==> src/rtl/pa_clic_cpuif_pkg.sv <==
// Shared definitions for the CLIC CPU-side interface (multi-cycle CLIC clock).
//   ID_WIDTH_DEF / IL_WIDTH_DEF : default interrupt ID and level widths.
//   exit_ptr_w()                : pointer width for an exit queue of a given depth.
//   exit_entry_t                : one queued interrupt-exit record.
package pa_clic_cpuif_pkg;

    localparam int ID_WIDTH_DEF = 12;
    localparam int IL_WIDTH_DEF = 8;

    // Pointer width for a queue of 'depth' entries; never narrower than 1 bit.
    function automatic int exit_ptr_w(input int depth);
        if (depth <= 1) begin
            return 1;
        end else begin
            return $clog2(depth);
        end
    endfunction

    // Queued exit: the ID of the interrupt being left. Stored at the default
    // ID width; narrower top-level IDs are zero-extended on the way in.
    typedef struct packed {
        logic [ID_WIDTH_DEF-1:0] id;
    } exit_entry_t;

endpackage

==> src/rtl/gated_clk_cell.sv <==
// Latch-based integrated clock gate.
//   clk_in             : free-running clock.
//   global_en/module_en/local_en/external_en : enable terms, combined as
//                        (global_en & (module_en | local_en)) | external_en.
//   pad_yy_icg_scan_en : forces the clock on during scan.
//   clk_out            : gated clock.
module gated_clk_cell (
    input  logic clk_in,
    input  logic global_en,
    input  logic module_en,
    input  logic local_en,
    input  logic external_en,
    input  logic pad_yy_icg_scan_en,
    output logic clk_out
);

    logic clk_en_s;
    logic en_lat_r;

    assign clk_en_s = (global_en & (module_en | local_en)) | external_en;

    // Enable latch, transparent while the clock is low so clk_out is glitch-free.
    always_latch begin
        if (!clk_in) begin
            en_lat_r <= clk_en_s | pad_yy_icg_scan_en;
        end
    end

    assign clk_out = clk_in & en_lat_r;

endmodule

==> src/rtl/pa_clic_cpuif_exit_fifo.sv <==
// Interrupt-exit queue between the CPU and a slower CLIC.
//   clk, rst_n : (gated) CPU clock, async active-low reset.
//   push       : enqueue push_data this cycle.
//   pop        : dequeue the head; ignored when the queue is empty.
//   head       : oldest entry (valid when !empty).
//   empty/full : occupancy flags; last = exactly one entry held.
//   ovf        : sticky, set when a push finds the queue full with no pop.
// A push and a pop in the same cycle are both honoured, even when full.
module pa_clic_cpuif_exit_fifo
    import pa_clic_cpuif_pkg::*;
#(
    parameter int DEPTH = 2
) (
    input  logic        clk,
    input  logic        rst_n,
    input  logic        push,
    input  exit_entry_t push_data,
    input  logic        pop,
    output exit_entry_t head,
    output logic        empty,
    output logic        full,
    output logic        last,
    output logic        ovf
);

    localparam int              PW         = exit_ptr_w(DEPTH);
    localparam logic [PW:0]     DEPTH_V    = DEPTH[PW:0];
    localparam logic [PW:0]     ONE_V      = {{PW{1'b0}}, 1'b1};
    localparam logic [PW:0]     LAST_IDX_V = DEPTH_V - ONE_V;

    exit_entry_t   mem_r [DEPTH];
    logic [PW-1:0] head_r;
    logic [PW:0]   count_r;
    logic          ovf_r;

    logic          pop_ok_s;
    logic          push_ok_s;
    logic [PW:0]   tail_raw_s;
    logic [PW:0]   tail_wrap_s;
    logic [PW-1:0] wr_idx_s;
    logic [PW-1:0] head_nxt_s;

    assign empty = (count_r == {(PW+1){1'b0}});
    assign full  = (count_r == DEPTH_V);
    assign last  = (count_r == ONE_V);
    assign ovf   = ovf_r;
    assign head  = mem_r[head_r];

    assign pop_ok_s  = pop & ~empty;
    assign push_ok_s = push & (~full | pop_ok_s);

    // Tail slot and next head, both wrapping modulo DEPTH (DEPTH need not be 2^n).
    always_comb begin
        tail_raw_s = {1'b0, head_r} + count_r;
        if (tail_raw_s >= DEPTH_V) begin
            tail_wrap_s = tail_raw_s - DEPTH_V;
        end else begin
            tail_wrap_s = tail_raw_s;
        end
        wr_idx_s = tail_wrap_s[PW-1:0];
        if ({1'b0, head_r} == LAST_IDX_V) begin
            head_nxt_s = {PW{1'b0}};
        end else begin
            head_nxt_s = head_r + PW'(1'b1);
        end
    end

    // Queue storage, pointers, occupancy and sticky overflow.
    always_ff @(posedge clk or negedge rst_n) begin
        if (!rst_n) begin
            head_r  <= {PW{1'b0}};
            count_r <= {(PW+1){1'b0}};
            ovf_r   <= 1'b0;
            for (int i = 0; i < DEPTH; i++) begin
                mem_r[i] <= '0;
            end
        end else begin
            if (push_ok_s) begin
                mem_r[wr_idx_s] <= push_data;
            end
            if (pop_ok_s) begin
                head_r <= head_nxt_s;
            end
            case ({push_ok_s, pop_ok_s})
                2'b10:   count_r <= count_r + ONE_V;
                2'b01:   count_r <= count_r - ONE_V;
                default: count_r <= count_r;
            endcase
            if (push && full && !pop_ok_s) begin
                ovf_r <= 1'b1;
            end
        end
    end

endmodule

==> src/rtl/pa_clic_cpuif_mcycle.sv <==
// CPU-side interface of a CLIC running on a divided clock.
// clic_clk_en marks the CPU cycle that ends with a CLIC clock edge.
//   Inputs : forever_cpuclk, cpurst_b (async active-low), pad_yy_icg_scan_en,
//            clic_clk_en, arbiter result clic_int_hv/id/il_raw/priv,
//            cpu_clic_curid + cpu_clic_int_exit (exit pulse from the core).
//   Outputs: clic_cpu_int_hv/id/il/priv to the core (il gated),
//            cpu_int_exit (exit queue non-empty), ctrl_kid_ack_int (one-hot
//            ack of the head exit ID), cpuif_exit_ovf (sticky overflow).
// Build option CLIC_CPUIF_OUT_FLOP_EN registers hv/id/il/priv (one extra cycle).
module pa_clic_cpuif_mcycle
    import pa_clic_cpuif_pkg::*;
#(
    parameter int CLICINTNUM = 64,
    parameter int ID_WIDTH   = ID_WIDTH_DEF,
    parameter int IL_WIDTH   = IL_WIDTH_DEF,
    parameter int EXIT_DEPTH = 2
) (
    input  logic                  forever_cpuclk,
    input  logic                  cpurst_b,
    input  logic                  pad_yy_icg_scan_en,
    input  logic                  clic_clk_en,
    input  logic                  clic_int_hv,
    input  logic [ID_WIDTH-1:0]   clic_int_id,
    input  logic [IL_WIDTH-1:0]   clic_int_il_raw,
    input  logic [1:0]            clic_int_priv,
    input  logic [ID_WIDTH-1:0]   cpu_clic_curid,
    input  logic                  cpu_clic_int_exit,
    output logic                  clic_cpu_int_hv,
    output logic [ID_WIDTH-1:0]   clic_cpu_int_id,
    output logic [IL_WIDTH-1:0]   clic_cpu_int_il,
    output logic [1:0]            clic_cpu_int_priv,
    output logic                  cpu_int_exit,
    output logic [CLICINTNUM-1:0] ctrl_kid_ack_int,
    output logic                  cpuif_exit_ovf
);

    logic                  cpuif_clk;
    logic                  cpuif_clk_en_s;
    logic                  fifo_empty_s;
    logic                  fifo_full_s;
    logic                  fifo_last_s;
    logic                  fifo_ovf_s;
    exit_entry_t           fifo_head_s;
    exit_entry_t           push_entry_s;
    logic [ID_WIDTH-1:0]   head_id_s;
    logic                  pop_s;
    logic                  stale_hold_r;
    logic                  int_en_r;
    logic                  stale_s;
    logic                  if_en_s;
    logic [IL_WIDTH-1:0]   il_gated_s;
    logic [IL_WIDTH-1:0]   il_fwd_s;
    logic [CLICINTNUM-1:0] ack_s;

    // The clock may stop only when nothing can change: no level pending,
    // no queued or incoming exit, and no stale/window state to retire.
    assign cpuif_clk_en_s = (|clic_int_il_raw) | ~fifo_empty_s | stale_hold_r | int_en_r
                          | cpu_clic_int_exit | (clic_clk_en & ~fifo_empty_s);

    gated_clk_cell u_cpuif_icg (
        .clk_in             (forever_cpuclk),
        .global_en          (1'b1),
        .module_en          (1'b0),
        .local_en           (cpuif_clk_en_s),
        .external_en        (1'b0),
        .pad_yy_icg_scan_en (pad_yy_icg_scan_en),
        .clk_out            (cpuif_clk)
    );

    // The CLIC samples the head exactly at its clock edge.
    assign pop_s = clic_clk_en & ~fifo_empty_s;

    // Widen/narrow between the top-level ID width and the queue entry width.
    always_comb begin
        push_entry_s    = '0;
        push_entry_s.id = ID_WIDTH_DEF'(cpu_clic_curid);
        head_id_s       = ID_WIDTH'(fifo_head_s.id);
    end

    pa_clic_cpuif_exit_fifo #(
        .DEPTH (EXIT_DEPTH)
    ) u_exit_fifo (
        .clk       (cpuif_clk),
        .rst_n     (cpurst_b),
        .push      (cpu_clic_int_exit),
        .push_data (push_entry_s),
        .pop       (pop_s),
        .head      (fifo_head_s),
        .empty     (fifo_empty_s),
        .full      (fifo_full_s),
        .last      (fifo_last_s),
        .ovf       (fifo_ovf_s)
    );

    // After the last exit is sampled, the arbiter output is still the
    // pre-exit result until the CLIC's next edge re-arbitrates.
    always_ff @(posedge cpuif_clk or negedge cpurst_b) begin
        if (!cpurst_b) begin
            stale_hold_r <= 1'b0;
        end else if (pop_s && fifo_last_s && !cpu_clic_int_exit) begin
            stale_hold_r <= 1'b1;
        end else if (clic_clk_en) begin
            stale_hold_r <= 1'b0;
        end else begin
            stale_hold_r <= stale_hold_r;
        end
    end

    assign stale_s = ~fifo_empty_s | stale_hold_r | cpu_clic_int_exit;

    // A level is not newly accepted in an edge cycle (it may change at the
    // edge), but one already forwarded keeps flowing through it.
    assign if_en_s    = ~clic_clk_en | int_en_r;
    assign il_gated_s = clic_int_il_raw & {IL_WIDTH{if_en_s & ~stale_s}};

`ifdef CLIC_CPUIF_OUT_FLOP_EN
    logic                hv_r;
    logic [ID_WIDTH-1:0] id_r;
    logic [IL_WIDTH-1:0] il_r;
    logic [1:0]          priv_r;

    // Output register stage; hv/id/priv only matter while il is non-zero,
    // which keeps the gated clock running.
    always_ff @(posedge cpuif_clk or negedge cpurst_b) begin
        if (!cpurst_b) begin
            hv_r   <= 1'b0;
            id_r   <= {ID_WIDTH{1'b0}};
            il_r   <= {IL_WIDTH{1'b0}};
            priv_r <= 2'b00;
        end else begin
            hv_r   <= clic_int_hv;
            id_r   <= clic_int_id;
            il_r   <= il_gated_s;
            priv_r <= clic_int_priv;
        end
    end

    assign clic_cpu_int_hv   = hv_r;
    assign clic_cpu_int_id   = id_r;
    assign clic_cpu_int_il   = il_r;
    assign clic_cpu_int_priv = priv_r;
    assign il_fwd_s          = il_r;
`else
    assign clic_cpu_int_hv   = clic_int_hv;
    assign clic_cpu_int_id   = clic_int_id;
    assign clic_cpu_int_il   = il_gated_s;
    assign clic_cpu_int_priv = clic_int_priv;
    assign il_fwd_s          = il_gated_s;
`endif

    // Window flag: remembers that a level reached the core last cycle.
    always_ff @(posedge cpuif_clk or negedge cpurst_b) begin
        if (!cpurst_b) begin
            int_en_r <= 1'b0;
        end else if (cpu_clic_int_exit) begin
            int_en_r <= 1'b0;
        end else begin
            int_en_r <= |il_fwd_s;
        end
    end

    // One-hot ack of the head exit; IDs outside the source range ack nothing.
    always_comb begin
        ack_s = {CLICINTNUM{1'b0}};
        for (int i = 0; i < CLICINTNUM; i++) begin
            if (!fifo_empty_s && (32'(head_id_s) == i)) begin
                ack_s[i] = 1'b1;
            end else begin
                ack_s[i] = 1'b0;
            end
        end
    end

    assign cpu_int_exit     = ~fifo_empty_s;
    assign ctrl_kid_ack_int = ack_s;
    assign cpuif_exit_ovf   = fifo_ovf_s;

endmodule

==> config.mk <==
export PLATFORM = sky130hd
export DESIGN_NAME = pa_clic_cpuif_mcycle
export DESIGN_NICKNAME = d
export VERILOG_FILES = /design/src/rtl/pa_clic_cpuif_pkg.sv /design/src/rtl/gated_clk_cell.sv /design/src/rtl/pa_clic_cpuif_exit_fifo.sv /design/src/rtl/pa_clic_cpuif_mcycle.sv
export SDC_FILE = /design/constraint.sdc
export NUM_CORES = 1
export LEC_CHECK = 0
export CORE_MARGIN = 8
export CORE_UTILIZATION = 35
export DETAILED_ROUTE_END_ITERATION = 10
export HOLD_SLACK_MARGIN = 0.15
export PLACE_DENSITY = 0.77
export RECOVER_POWER = 50
export SLEW_MARGIN = 0
export SYNTH_ARGS = -nofsm -noshare
export SYNTH_HDL_FRONTEND = slang
export SYNTH_SLANG_ARGS = --single-unit
==> constraint.sdc <==
create_clock -name vclk -period 1.7
set_clock_uncertainty 0.1 [all_clocks]
set_input_delay 0.255 -clock vclk [all_inputs]
set_output_delay 0.255 -clock vclk [all_outputs]
set_load 0.02 [all_outputs]
==> impl_metrics.json <==
{
  "status": "complete, no violations",
  "ys_ff_latch": 31,
  "p_int_mw": 0.173,
  "synth_compound_area_frac": 0.0805,
  "initial_core_util": 0.356,
  "avgSynthCellArea_um2": 8.62,
  "syn_inst": 240,
  "grt_antenna_before_repair": 0,
  "yosys.area_share.simple": 0.273,
  "wl_per_cell_um": 15.1,
  "detail-route-antenna-nets": 0,
  "path_cells": "clkdlybuf4s50_1 > a21oi_4 > buf_6 > and2_1 > buf_4",
  "switchingPower_mw": 0.123,
  "drive_above_1_share": 0.199,
  "wl_um": 5980,
  "critPathBufInv": 3,
  "finalPower_mw": 0.296,
  "required_ns": 1.34,
  "synthFlopType": "dfrtp_1",
  "num_vias": 1946,
  "synth_top_family_by_area": "simple AND/OR/NAND/NOR gates",
  "hpwl_um": 4860,
  "p_leak_nw": 1.12,
  "grt_pass1_wl_um": 9670,
  "cp.depth": 5,
  "rows": 28,
  "dp_slack_ns": -0.724,
  "setup_viol": 0,
  "synth_fa_ha_area_frac": 0.0181,
  "synthesis.nets": 283,
  "io_pins": 129,
  "worstPathArrival_ns": 1.28,
  "cpPeakStageDelay_ns": 0.53,
  "die_area_mm2": 0.00862,
  "ir_worst_vdd_mv": 0.0917,
  "min_period_ns": 1.64,
  "hold_class": "input pin to output pin",
  "grt_max_degree": 31,
  "area_delta_synth_final_pct": 47.8,
  "final_common_cell": "clkdlybuf4s50_1",
  "grtUsageTotal": 0.131,
  "synth_edf_count": 0,
  "slew-limit-headroom": 0.267,
  "place_congestion": 0.791,
  "antenna_cells": 0,
  "pwr-share-clk": 0,
  "synth-xor-area-share": 0.0127,
  "min_path_cells": 0,
  "rsz0062_at_grt": "no",
  "hold_buffers": 0,
  "max_freq_mhz": 611,
  "yosys_warnings": 0,
  "synth.cell_area_mm2": 0.00207,
  "via_per_inst": 4.90,
  "critPathMaxFanout": 4,
  "tns_ns": 0,
  "layout.nets": 367,
  "coreArea_mm2": 0.00582,
  "die_y_um": 92.9,
  "first_iter_violations": 56,
  "drc": 0,
  "critPathTopFamily": "buffers and inverters",
  "drv_slew": 0,
  "maxCapViolCount": 0,
  "unclocked_regs": 31,
  "comb_power_share": 0.774,
  "die_x_um": 92.9,
  "fin_ws_ns": 0.0628,
  "synth.distinct_cells": 38,
  "dr.pass1.iters": 4,
  "switching_share": 0.415,
  "crit_slowest_cell": "clkdlybuf4s50_1",
  "finalHoldViolCount": 0,
  "critPathCaptureType": "output pin",
  "start_kind": "input pin",
  "async_flop_share": 0.968,
  "grt_pass1_vias": 1988,
  "gr-total-overflow": 0,
  "layout_common_cells": "clkdlybuf4s50_1, nor2_1, dfrtp_1, mux2_2, nand2_1",
  "path_class": "input pin to output pin",
  "unconstrained_endpoints": 97,
  "power_density_mw_per_mm2": 96.8,
  "pwr-share-seq": 0.226,
  "yosys-mux-area-fraction": 0.141,
  "portBuffers": 99,
  "finalCritPeriodShare": 0.963,
  "worst_slew_pin_slew_ns": 1.10
}
==> flip-flops by register name (all words and copies together) (netlist names) <==
register              count
int_en_r                  1
u_exit_fifo.head_r        1
u_exit_fifo.count_r       2
u_exit_fifo.ovf           1
stale_hold_r              1
u_cpuif_icg.en_lat_r      1
u_exit_fifo.mem_r        24
==> kinds of logic after synthesis <==
family / count (synthesis)
compound gates: 22
fa+ha+maj: 3
flops: 30
simple gates: 120
buf+inv: 35
xor+xnor: 3
latches: 1
mux: 26
==> synth_stat cells (2+ instances only) <==
| cell | number | area share |
|---|---|---|
| xnor2_1 | 2 | 0.0085 |
| mux2_2 | 24 | 0.13 |
| nand2b_1 | 4 | 0.012 |
| nor2b_1 | 2 | 0.0060 |
| nor2_1 | 60 | 0.11 |
| nor3b_1 | 2 | 0.0073 |
| or4_1 | 2 | 0.0073 |
| buf_2 | 2 | 0.0048 |
| nor4_1 | 3 | 0.0091 |
| ha_1 | 3 | 0.018 |
| clkbuf_1 | 2 | 0.0036 |
| o32ai_1 | 7 | 0.030 |
| a21oi_1 | 5 | 0.012 |
| nand2_1 | 21 | 0.038 |
| buf_4 | 16 | 0.058 |
| o21ai_2 | 3 | 0.013 |
| inv_1 | 11 | 0.020 |
| o22ai_1 | 2 | 0.0060 |
| nor2_2 | 10 | 0.030 |
| and2_1 | 10 | 0.030 |
| dfrtp_1 | 30 | 0.36 |
| buf_6 | 3 | 0.016 |
==> worst paths after layout <==
check / startpoint / end / slack [ns]
max: clic_clk_en / clic_cpu_int_il[4] / 0.06
min: clic_int_id[8] / clic_cpu_int_id[8] / 0.41
==> stage by stage <==
step | hold WS, ns | util | std cells | area (µm²)
floorplan | 0.523 | - | 240 | 2070
global placement | 0.410 | 0.518 | 395 | 3010
detailed placement | 0.410 | 0.518 | 395 | 3010
CTS | 0.410 | 0.523 | 397 | 3040
global route | 0.410 | 0.526 | 397 | 3060
finish | 0.410 | 0.526 | 397 | 3060
==> power groups by stage <==
| stage | sequential [mW] | combinational (mW) | clock, mW |
|---|---|---|---|
| 3_5_place_dp | 0.0670 | 0.226 | 0 |
| 3_3_place_gp | 0.0657 | 0.220 | 0 |
| 6_report | 0.0670 | 0.229 | 0 |
| 2_1_floorplan | 0.0620 | 0.164 | 0 |
| 4_1_cts | 0.0670 | 0.230 | 0 |
| 5_1_grt | 0.0698 | 0.252 | 0 |
==> final cells by class <==
cell class                      instances  area, µm²
Multi-Input combinational cell        174       1110
Inverter                               12       45.0
Sequential cell                        31        766
Timing Repair Buffer                  105       1040
Tap cell                               75       93.8
Fill cell                             533       2760
==> layer usage <==
layer  vias to the layer above  track usage  wire (µm)
met5                         -            0          0
met4                         0       0.0107         46
met3                         6       0.0550        777
met2                        92        0.236       2840
met1                       904        0.144       2320
li1                        944            -          -
==> timing repair <==
action	4_1_cts	5_1_grt
gates cloned	1	0
buffers inserted	1	0
setup endpoints to repair	8	8
pin swaps	5	1
resized for setup	55	4
No activity file was read; power rests on OpenSTA's default activity.
